<file path="src/rtl/afe_spi_sequencer.sv">
// Walks a registered command ROM and shifts each 20-bit payload to the AFE (SPI mode 0).
// Define AFE_SEQ_RESERVED_ERR_EN to flag reserved opcodes on error instead of ending quietly.
module afe_spi_sequencer #(
  parameter int CLK_DIV = 4,
  parameter int CS_GAP  = 8
) (
  input  logic        clk,
  input  logic        reset_n,
  input  logic        start,
  output logic [7:0]  rom_address,
  input  logic [23:0] rom_command,
  output logic        busy,
  output logic        done,
  output logic        error,
  output logic [7:0]  cmd_count,
  output logic        spi_cs_n,
  output logic        spi_sclk,
  output logic        spi_mosi
);

  typedef enum logic [2:0] {
    IDLE, FETCH, WAIT, DECODE, SHIFT, GAP, FINISH, ERR
  } state_t;

  localparam logic [7:0] DIV_LAST = 8'(CLK_DIV - 1);
  localparam logic [7:0] GAP_LAST = 8'(CS_GAP - 1);
  localparam logic [5:0] PH_LAST  = 6'd40;

`ifdef AFE_SEQ_RESERVED_ERR_EN
  localparam state_t RSV_NEXT = ERR;
  logic err_q;
  assign error = err_q;
`else
  localparam state_t RSV_NEXT = FINISH;
  assign error = 1'b0;
`endif

  state_t      state;
  logic [23:0] cmd_q;
  logic [19:0] shreg;
  logic [7:0]  div_cnt;
  logic [7:0]  gap_cnt;
  logic [5:0]  phase;
  logic [3:0]  op;

  assign op = cmd_q[23:20];

  // Frame = 41 half-phases: 20 low/high pairs plus a trailing low before cs_n rises.
  always_ff @(posedge clk or negedge reset_n) begin
    if (!reset_n) begin
      state       <= IDLE;
      rom_address <= '0;
      busy        <= 1'b0;
      done        <= 1'b0;
`ifdef AFE_SEQ_RESERVED_ERR_EN
      err_q       <= 1'b0;
`endif
      cmd_count   <= '0;
      spi_cs_n    <= 1'b1;
      spi_sclk    <= 1'b0;
      spi_mosi    <= 1'b0;
      cmd_q       <= '0;
      shreg       <= '0;
      div_cnt     <= '0;
      gap_cnt     <= '0;
      phase       <= '0;
    end else begin
      unique case (state)
        IDLE: begin
          if (start) begin
            state       <= FETCH;
            rom_address <= '0;
            cmd_count   <= '0;
            done        <= 1'b0;
`ifdef AFE_SEQ_RESERVED_ERR_EN
            err_q       <= 1'b0;
`endif
            busy        <= 1'b1;
          end
        end
        FETCH: state <= WAIT;
        WAIT: begin
          cmd_q <= rom_command;
          state <= DECODE;
        end
        DECODE: begin
          unique case (1'b1)
            (op == 4'h1): begin
              state    <= SHIFT;
              spi_cs_n <= 1'b0;
              spi_sclk <= 1'b0;
              spi_mosi <= cmd_q[19];
              shreg    <= {cmd_q[18:0], 1'b0};
              div_cnt  <= '0;
              phase    <= '0;
            end
            (op == 4'h0): state <= FINISH;
            default:      state <= RSV_NEXT;
          endcase
        end
        SHIFT: begin
          if (div_cnt == DIV_LAST) begin
            div_cnt <= '0;
            if (phase == PH_LAST) begin
              spi_cs_n  <= 1'b1;
              cmd_count <= cmd_count + 8'd1;
              gap_cnt   <= '0;
              state     <= GAP;
            end else begin
              phase    <= phase + 6'd1;
              spi_sclk <= ~spi_sclk;
              if (spi_sclk) begin
                spi_mosi <= shreg[19];
                shreg    <= {shreg[18:0], 1'b0};
              end
            end
          end else begin
            div_cnt <= div_cnt + 8'd1;
          end
        end
        GAP: begin
          if (gap_cnt == GAP_LAST) begin
            if (rom_address == 8'hFF) begin
              state <= FINISH;
            end else begin
              rom_address <= rom_address + 8'd1;
              state       <= FETCH;
            end
          end else begin
            gap_cnt <= gap_cnt + 8'd1;
          end
        end
        FINISH: begin
          busy  <= 1'b0;
          done  <= 1'b1;
          state <= IDLE;
        end
        ERR: begin
          busy  <= 1'b0;
          done  <= 1'b0;
`ifdef AFE_SEQ_RESERVED_ERR_EN
          err_q <= 1'b1;
`endif
          state <= IDLE;
        end
      endcase
    end
  end

endmodule
</file>
<file path="config.mk">
export PLATFORM = sky130hd
export DESIGN_NAME = afe_spi_sequencer
export DESIGN_NICKNAME = d
export VERILOG_FILES = /design/src/rtl/afe_spi_sequencer.sv
export SDC_FILE = /design/constraint.sdc
export NUM_CORES = 1
export LEC_CHECK = 0
export ABC_AREA = 0
export CORE_MARGIN = 2
export CORE_UTILIZATION = 26
export DETAILED_ROUTE_END_ITERATION = 6
export DONT_BUFFER_PORTS = 1
export HOLD_SLACK_MARGIN = 0.1
export PLACE_DENSITY_LB_ADDON = 0.2
export REMOVE_ABC_BUFFERS = 1
export SKIP_LAST_GASP = 1
export SYNTH_ARGS = -nofsm -noshare
export SYNTH_HDL_FRONTEND = slang
export SYNTH_SLANG_ARGS = --single-unit
</file>
<file path="constraint.sdc">
create_clock -name clk -period 3.75 [get_ports clk]
set_clock_uncertainty 0.1 [all_clocks]
set_input_delay 0.375 -clock clk [delete_from_list [all_inputs] [get_ports clk]]
set_output_delay 0.375 -clock clk [all_outputs]
set_load 0.01 [all_outputs]
</file>
Word level (Yosys, flattened, before mapping)
Index checks and enable logic that the tools add are counted.

Add/sub/neg operators: 5. Bitwise operators: 1. Eq/ne operators: 21. Reduce and logical (&&, ||, !) cells: 18. Muxes and demuxes: 46.

Operators with widths (number): 20-bit two-way mux (4); 8-bit two-way mux (10); 8-bit case mux with 2 select lines (4); 20-bit case mux with 2 select lines (1); 8-bit by 1-bit adder with 8-bit output (second input constant) (4); 4-bit AND reduction (6); 3-bit case mux with 7 select lines (1); 6-bit two-way mux (3); 2-bit != test (second input constant) (9); 3-bit two-way mux (5); 3-bit equality test (second input constant) (4); 6-bit case mux with 2 select lines (1); 1-bit two-way mux (11); 2-bit nonzero test (5); 8-bit by 2-bit equality test with 1-bit output (second input constant) (1); 8-bit by 3-bit equality test with 1-bit output (second input constant) (1); 8-bit equality test (second input constant) (1); 1-bit case mux with 2 select lines (4); 6-bit by 1-bit adder with 6-bit output (second input constant) (1); 3-bit by 2-bit equality test with 1-bit output (second input constant) (2); 6-bit equality test (second input constant) (1); 2-bit AND reduction (3); 5-bit AND reduction (1); 4-bit by 1-bit equality test with 1-bit output (second input constant) (1); other kinds (7) (7).

Register bits: 90. Word-level logic and storage cells: 104. Bits of input ports: 27.

Depth between registers and ports, before layout
Gate-level depths: netlist of the first run.

Word-level depth: 4. Mapped depth: 8.

Least setup slack after synthesis of the first run
OpenSTA, ideal clock, no wires.

Path type: reg-to-reg. From: register div_cnt[0]. To: register shreg[10]. Data arrival time: 1684 ps. Period minus slack after synthesis: 1906 ps. Buffers on the path: 2. Stages on the path, launching flop included: 8. Required time: 3527 ps. Path slack: 1844 ps. Cells stage by stage: dfrtp_1 -> ha_1 -> nor4b_4 -> and2_2 -> a41o_1 -> buf_6 -> buf_12 -> o221a_2.

Cells in the longest elaborated chain, start to end: 3.

RTL lines: start: declaration (RTL line 41) `logic [7:0] div_cnt;`; start signal: assignment (RTL line 118) `div_cnt <= div_cnt + 8'd1;`; 8-bit by 2-bit equality test with 1-bit output (RTL line 102) `if (div_cnt == DIV_LAST) begin`; 2-bit != test (no source line); 5-bit AND reduction (no source line); end signal: assignment (RTL line 93) `shreg <= {cmd_q[18:0], 1'b0};`; end signal: assignment (RTL line 114) `shreg <= {shreg[18:0], 1'b0};`; end: declaration (RTL line 40) `logic [19:0] shreg;`.

No other way between the ends. A chain may end at the register's enable or synchronous reset.

Worst setup path in the final report of the first run
From: register cmd_q[21]. To: register shreg[3].

Cells in the longest elaborated chain, start to end: 3.

RTL lines: start: declaration (RTL line 39) `logic [23:0] cmd_q;`; start signal: assignment (RTL line 83) `cmd_q <= rom_command;`; 4-bit by 1-bit equality test with 1-bit output (RTL line 88) `(op == 4'h1): begin`; 2-bit != test (no source line); 5-bit AND reduction (no source line).

No other way between the ends.

==> results of run 1 <==
cell usage after synthesis, drive strengths merged (2+ instances only):
master,n,area [um2]
mux2i,7,70.07
inv,9,33.78
o22a,4,35.03
and2,10,63.81
nand2b,21,131.4
xor2,2,17.52
o221a,19,214.0
clkbuf,6,22.52
nor4,3,18.77
nand3,24,120.1
ha,6,75.07
o32a,2,20.02
o21ai,20,100.1
or3b,2,17.52
or3,4,25.02
a21o,3,22.52
nor4b,2,38.78
dfrtp,88,2202
a31oi,11,68.82
nor3b,2,31.28
o21a,7,52.55
nand2,27,101.4
a22o,7,61.31
nor3,9,55.05
a21oi,17,88.84
mux2,25,281.5
nand4,5,31.28
and3,9,60.06
o211ai,5,37.54
a211oi,2,15.01
nor2,11,41.29
buf,11,78.83
layer usage:
metal / vias to the layer above / global-route usage [%] / share of wire, %
met5: - / 0 / 0
met2: 37 / 19.12 / 47
li1: 1533 / - / -
met3: 9 / 4.006 / 4.6
met1: 1559 / 15.26 / 47
met4: 0 / 3.901 / 1.4
power breakdown:
part           internal [mW]  leakage, nW  switching [mW]
Combinational          0.505        0.806           0.389
Clock                  0.454        0.136           0.401
Sequential              1.30         1.13           0.347
flip-flops by register name (all words and copies together) (netlist names):
signal	count
shreg	19
spi_cs_n	1
busy	1
phase	6
cmd_count	8
state	3
gap_cnt	8
cmd_q	24
div_cnt	8
spi_mosi	1
spi_sclk	1
rom_address	8
done	1
worst min-delay path by stage:
stage,cells past startpoint,to,startpoint
floorplan,0,busy$_DFFE_PN0P_,reset_n
finish,3,cmd_count[1]$_DFFE_PN0P_,start
detailed placement,0,cmd_q[15]$_DFFE_PN0P_,reset_n
global placement,0,cmd_q[15]$_DFFE_PN0P_,reset_n
global route,3,cmd_count[1]$_DFFE_PN0P_,start
CTS,3,cmd_count[1]$_DFFE_PN0P_,start
timing repair:
item,CTS,global route
hold buffers,26,0
setup buffers,0,0
endpoints found under the setup margin,0,0
hold endpoints to repair,113,0
cell families after synthesis:
logic type | count (synthesis) | synth area share [%]
other cells | 1 | 0.08539
simple gates | 136 | 18.12
fa+ha+maj | 6 | 1.709
buf+inv | 26 | 3.077
xor+xnor | 3 | 0.5984
mux | 32 | 8.006
flops | 89 | 50.74
compound gates | 103 | 17.66
worst max-delay path, cell delays in order, from the launching register on:
cell                      delay (ns)
sky130_fd_sc_hd__dfrtp_1        0.38
sky130_fd_sc_hd__nor4b_2        0.53
sky130_fd_sc_hd__and3_2         0.55
sky130_fd_sc_hd__a41o_1         0.62
sky130_fd_sc_hd__o221a_2        0.33
area by class of cell:
type,count,area (um2)
fill,1666,11380
clock buffer,9,225.2
sequential,89,2228
tap,220,275.3
timing repair buffer,28,292.8
inverter,9,33.78
clock inverter,7,52.55
multi-input combinational,281,2034
==> results.txt, run 1 <==
- Initial Util: 26.58%
* Ratio of final minimum period to clock period: 68.70%
- Cell area after synthesis: 4392 um2
- Most frequent cells in the layout: sky130_fd_sc_hd__dfrtp_1, sky130_fd_sc_hd__nand2_1, sky130_fd_sc_hd__mux2_2, sky130_fd_sc_hd__dlygate4sd3_1, sky130_fd_sc_hd__nand3_1
* Total I/O pin count: 49
- Cells fill between 30 and 40% of the core in the end.
- Initial antenna violation count: 0
- Setup repair after global routing left no endpoint under its margin.
- Global placer's final weighted congestion: 0.7734
- Subtracting the final worst setup slack from the clock period gives ~2.6 ns.
- Data arrival at the endpoint of the critical path: around 2.8 ns
- Following the worst setup path forward leads to its endpoint at shreg[3]$_DFFE_PN0P_.
* Run status: complete, no violations
- STA classifies the critical path endpoint as a register.
* Wirelength, routed: roughly 10 mm
* Power density over cell area: around 660 nW/um2
- CP Launch Point: cmd_q[21]$_DFFE_PN0P_
* Post-synthesis sequential area ratio: 50.74%
- For this run, design rule violations remaining after detail routing come to 0.
- Drt first pass iters: 4
- The worst register-to-register path ends at shreg[3]$_DFFE_PN0P_.
* Max H-tree Level: 3
- Buffers inserted during clock tree synthesis total 9.
- Cell chosen for the clock root: sky130_fd_sc_hd__clkbuf_16
- Post-placement cell count: 601
- In this run the critical register-to-register path is launched from cmd_q[21]$_DFFE_PN0P_.
* Number of global-route vias before repair: 3177
- For this run, the number of standard cells in the final layout without fillers is 643.
- The wire-length estimate of the detail-placed layout is 6.732 mm.
- In this run the vertical extent of the chip is 134.0 um.
- Worst setup path category: register to register
- Clock-pin slew was measured on the worst setup and hold paths at about 0.070 ns.
* Yosys warning count: 0
- The clock passes through at most 2 buffers.
* EDFF count, synth: 0
* Clock sink total: 89
- Min Hold Slack: 0.1498 ns
- Worst relative slew slack: 45.53%
- Averaged over all synthesized cells, the footprint is about 11 um2.
- With fillers left out, the area of the finished cells amounts to 5142 um2.
* R2r worst-path depth: 4
* Sort of element at the start of the critical path: register
- In the final design database the tool counted 451 nets.
- In this run the tool buffered the top-level ports with 0 buffer cells.
- Synth Register Bits: ~90
* Slack of the worst reg-to-reg path: 1.17 ns
* Standby leakage power: roughly 2.1 nW
* Largest voltage drop on the vdd net: 272.7 uV
- Antenna diode instance count: 0
* Die outline width: between 100 and 150 um
- Instance area after placement: 4587 um2
- Area growth, synth to finish: 17.09%
- Global-route wire length before repair: 17.06 mm
- Area of the die: 17950 um2
* Crit-path max FO: 21
* Final count of pins violating max slew: 0
- Layout cells sized above 1: 18.91%
* F_max: 0.3881 GHz
- Synthesis produced a netlist whose cell count is 396.
- After floorplanning, the core was sized to cover 16520 um2.
- Placement-stage worst setup slack: 1.200 ns
- Dividing the detail-routed via count by the number of cells gives between 4 and 5.
- After detailed routing, the average wire length per cell comes to 15.59 um.
* Number of violations of the max-capacitance limit: 0
- Largest net degree at the start of global routing: 90
* Path type of the worst min-delay path: primary input to register
- Once detail routing completed, the nets flagged for antenna violations numbered 0.
- The design draws around 3.4 mW.
* Final hold violation count: 0
- Grt total ovfl: 0
- Synthesis instantiated 58 different standard cells from the library.
* Number of DRC markers in iteration 0: between 150 and 200
- Number of gates resized after CTS: 0
- For this block, the via count after detailed routing is 3138.
* Most common library cell in the layout ignoring fill and taps: sky130_fd_sc_hd__dfrtp_1
- After layout, the worst setup slack is approximately 1.2 ns.
- Total GRT Usage: 11.96%
* Clk_lat worst skew: approximately 0.35 ns
- Fin Setup TNS: 0 ns
- Flip-flop cell with the highest count after synthesis: sky130_fd_sc_hd__dfrtp_1
* Worst slew pin tran: 0.8133 ns
* Number of core rows: 47
* Share of synthesized registers carrying an async set or reset: 100.0%
- WP data required: 3.94 ns
- Final setup fails: 0
* CTS tree: yes
No activity file was read; power rests on OpenSTA's default activity.
==> run 2: changes to the inputs <==
==> constraint.sdc (replaced) <==
create_clock -name clk -period 2.5 [get_ports clk]
set_clock_uncertainty 0.1 [all_clocks]
set_input_delay 0.25 -clock clk [delete_from_list [all_inputs] [get_ports clk]]
set_output_delay 0.25 -clock clk [all_outputs]
set_load 0.01 [all_outputs]
==> run 2 against run 1 <==
Against the previous run: sequential cell count did not move; global-route usage fell by 0.14 points; sequential share of layout area fell by 0.98 points; hold slack improved by 0.12 ns; clock power rose by 66%; sequential power rose by 49%; non-clock buffer count rose by 11; critical endpoint is now shreg[18]$_DFFE_PN0P_.
==> results.txt, run 2 (synthesized netlist as in run 1, its figures left out) <==
* Crit-path max FO: 19
- Max H-tree Level: 3
- Total of buffers placed on input and output ports: 0
* Wirelength, routed: 10.04 mm
- Initial Util: between 20% and 30%
* Critical path capture point type: register
* Power density over cell area: between 900 and 1000 nW/um2
* Deepest clock path buffer count: 2
- Path type of the worst min-delay path: primary input to register
* Grt total ovfl: 0
* Total GRT Usage: 11.81%
- Layout cells sized above 1: 20.74%
- The detailed router placed about 3.2k vias in this run.
* Start of the worst register-to-register path: div_cnt[0]$_DFFE_PN0P_
* Largest voltage drop on the vdd net: 477.3 uV
- The area growth from synthesis to layout is 19.80%.
- The die covers between 15000 and 20000 um2.
* Final Net Count: 462
- For hold timing, the worst endpoint is busy$_DFFE_PN0P_.
- At the pin with the least slew margin, the transition time is 0.8187 ns.
- Clock sink total: 89
* Final ANT Viol Nets: 0
- After detailed placement, the total cell area comes to 4662 um2.
- Most common library cell in the layout ignoring fill and taps: sky130_fd_sc_hd__dfrtp_1
- WP data required: approximately 2.7 ns
* Global placer's final weighted congestion: 0.7572
* Slack of the worst reg-to-reg path: 0.19 ns
- The worst setup path is launched from a register.
- HPWL after detailed placement: 6.721 mm
- The register with the most flip-flops in the final layout is cmd_q.
- Fin Setup TNS: 0 ns
- Area inside the core boundary: 16520 um2
* Inserted Clock Buffers: 9
- Standby leakage power: 2.143 nW
- Total I/O pin count: 49
- Clock tree synthesis selected as its root buffer the cell sky130_fd_sc_hd__clkbuf_16.
- Static timing analysis puts the maximum clock frequency at 0.4338 GHz.
- Run status: complete, no violations
- Unrepaired setup endpoints after global routing: no
- Number of core rows: 47
- The repair_antennas step left the layout with diodes totalling 0.
- Clk_lat worst skew: 0.35 ns
- The number of pins with negative max-slew slack in the final report was 0.
- Top Registers: cmd_q: 24 flops, shreg: 19 flops
* Number of global-route vias before repair: 3286
- Worst relative slew slack: 45.17%
* Min Hold Slack: ~0.27 ns
- Clock period minus final worst setup slack: roughly 2.3 ns
* Vias per inst: about 4.9
* Data arrival at the endpoint of the critical path: 2.49 ns
- Post-detailed-route DRC marker count: 0
- After clock tree synthesis, the clock-pin slew on the worst setup and hold paths is 0.07 ns.
* Initial antenna violation count: 0
- Entering global routing, the biggest net connects 90 pins.
* CP Launch Point: div_cnt[0]$_DFFE_PN0P_
- The signal on the critical path passes through ha_1, nor4b_4, and2_2, a41o_1, o221a_2.
* Worst setup path category: register to register
* Drt first pass iters: 4
- From bottom edge to top edge, the die measures 134.0 um.
- The worst register-to-register path ends at shreg[18]$_DFFE_PN0P_.
- For the worst flop-to-flop path, the logic depth is 5.
* Final setup fails: 0
- The die is 134.0 um wide.
- Average routed wire per standard cell: 15.35 um
- In this run, the number of DRC markers left after iteration 0 of detailed routing was 173.
- The library cells used most frequently in the layout, excluding fill and tap cells, are sky130_fd_sc_hd__dfrtp_1, sky130_fd_sc_hd__nand2_1, sky130_fd_sc_hd__dlygate4sd3_1.
* Global-route wire length before repair: ~17 mm
- Critical hold path startpoint: start
- In this design, the stage delay of the slowest critical-path cell is 0.64 ns.
* Ratio of final minimum period to clock period: 92.22%
* Final cell area excluding filler cells: around 5300 um2
- Max FFs per register: 24
- Slowest-stage cell, CP: sky130_fd_sc_hd__a41o_1
- The hold violation count in the final report was 0.
- Along the worst hold path, the cell count comes to 3.
- TritonCTS built the clock tree.
* Number of violations of the max-capacitance limit: 0
-- run 2: changes by cell type in the layout (fill, tap and decap cells not counted), sizes merged --
| cell | change |
|---|---|
| inv | +1 |
| dlygate4sd3 | +1 |
| clkbuf | +1 |
| bufinv | +1 |
| buf | +10 |
| clkinv | -3 |
-- run 2: what timing repair did --
| action | CTS | global route |
|---|---|---|
| endpoints found under the hold margin | 115 | 0 |
| buffers inserted | 0 | 0 |
| hold buffers | 27 | 0 |
| gates resized for setup | 0 | 0 |
-- run 2: worst max-delay path by stage --
stage                                 end  slack (ns)
finish              shreg[18]$_DFFE_PN0P_        0.19
global route         shreg[5]$_DFFE_PN0P_        0.03
CTS                 shreg[10]$_DFFE_PN0P_        0.17
detailed placement  shreg[17]$_DFFE_PN0P_        0.15
global placement    shreg[17]$_DFFE_PN0P_        0.26
floorplan            cmd_q[0]$_DFFE_PN0P_        0.23
-- run 2: power by group --
group / switching, mW / internal, mW / total [mW]
clock network: 0.606 / 0.815 / 1.42
logic: 0.597 / 0.790 / 1.39
registers: 0.492 / 1.94 / 2.44
-- run 2: worst max-delay path, delay by kind of cell, from the launching register on --
family,cells,cell delay [ns]
AND/OR/NAND/NOR,2,0.56
adder cells (fa/ha/maj),1,0.22
flip-flops,1,0.39
AO/OA/AOI/OAI,2,0.97
-- run 2: cell type report --
type                    count  area, um2
fillers                  1692      11260
flip-flops and latches     89       2228
multi-input cells         281       2034
repair buffers             39      377.9
well taps                 220      275.3
clock buffers              10      239.0
clock inverters             6      72.57
inverters                   9      33.78
-- run 2: per-stage QoR --
stage / setup slack, ns / util (%) / power, mW / cells
global placement: 0.2645 / 28.21 / 3.765 / 611
finish: 0.1946 / 31.84 / 5.245 / 654
CTS: 0.1696 / 31.84 / 5.337 / 654
detailed placement: 0.1490 / 28.21 / 3.805 / 611
global route: 0.02623 / 31.84 / 5.623 / 654
floorplan: 0.2253 / - / 3.382 / 379
-- run 2: layer usage --
metal  routed length, um  global-route usage (%)
met1                4627                   14.71
met2                4762                   19.46
met3                 498                   3.741
met4                 150                   3.901
met5                   0                       0
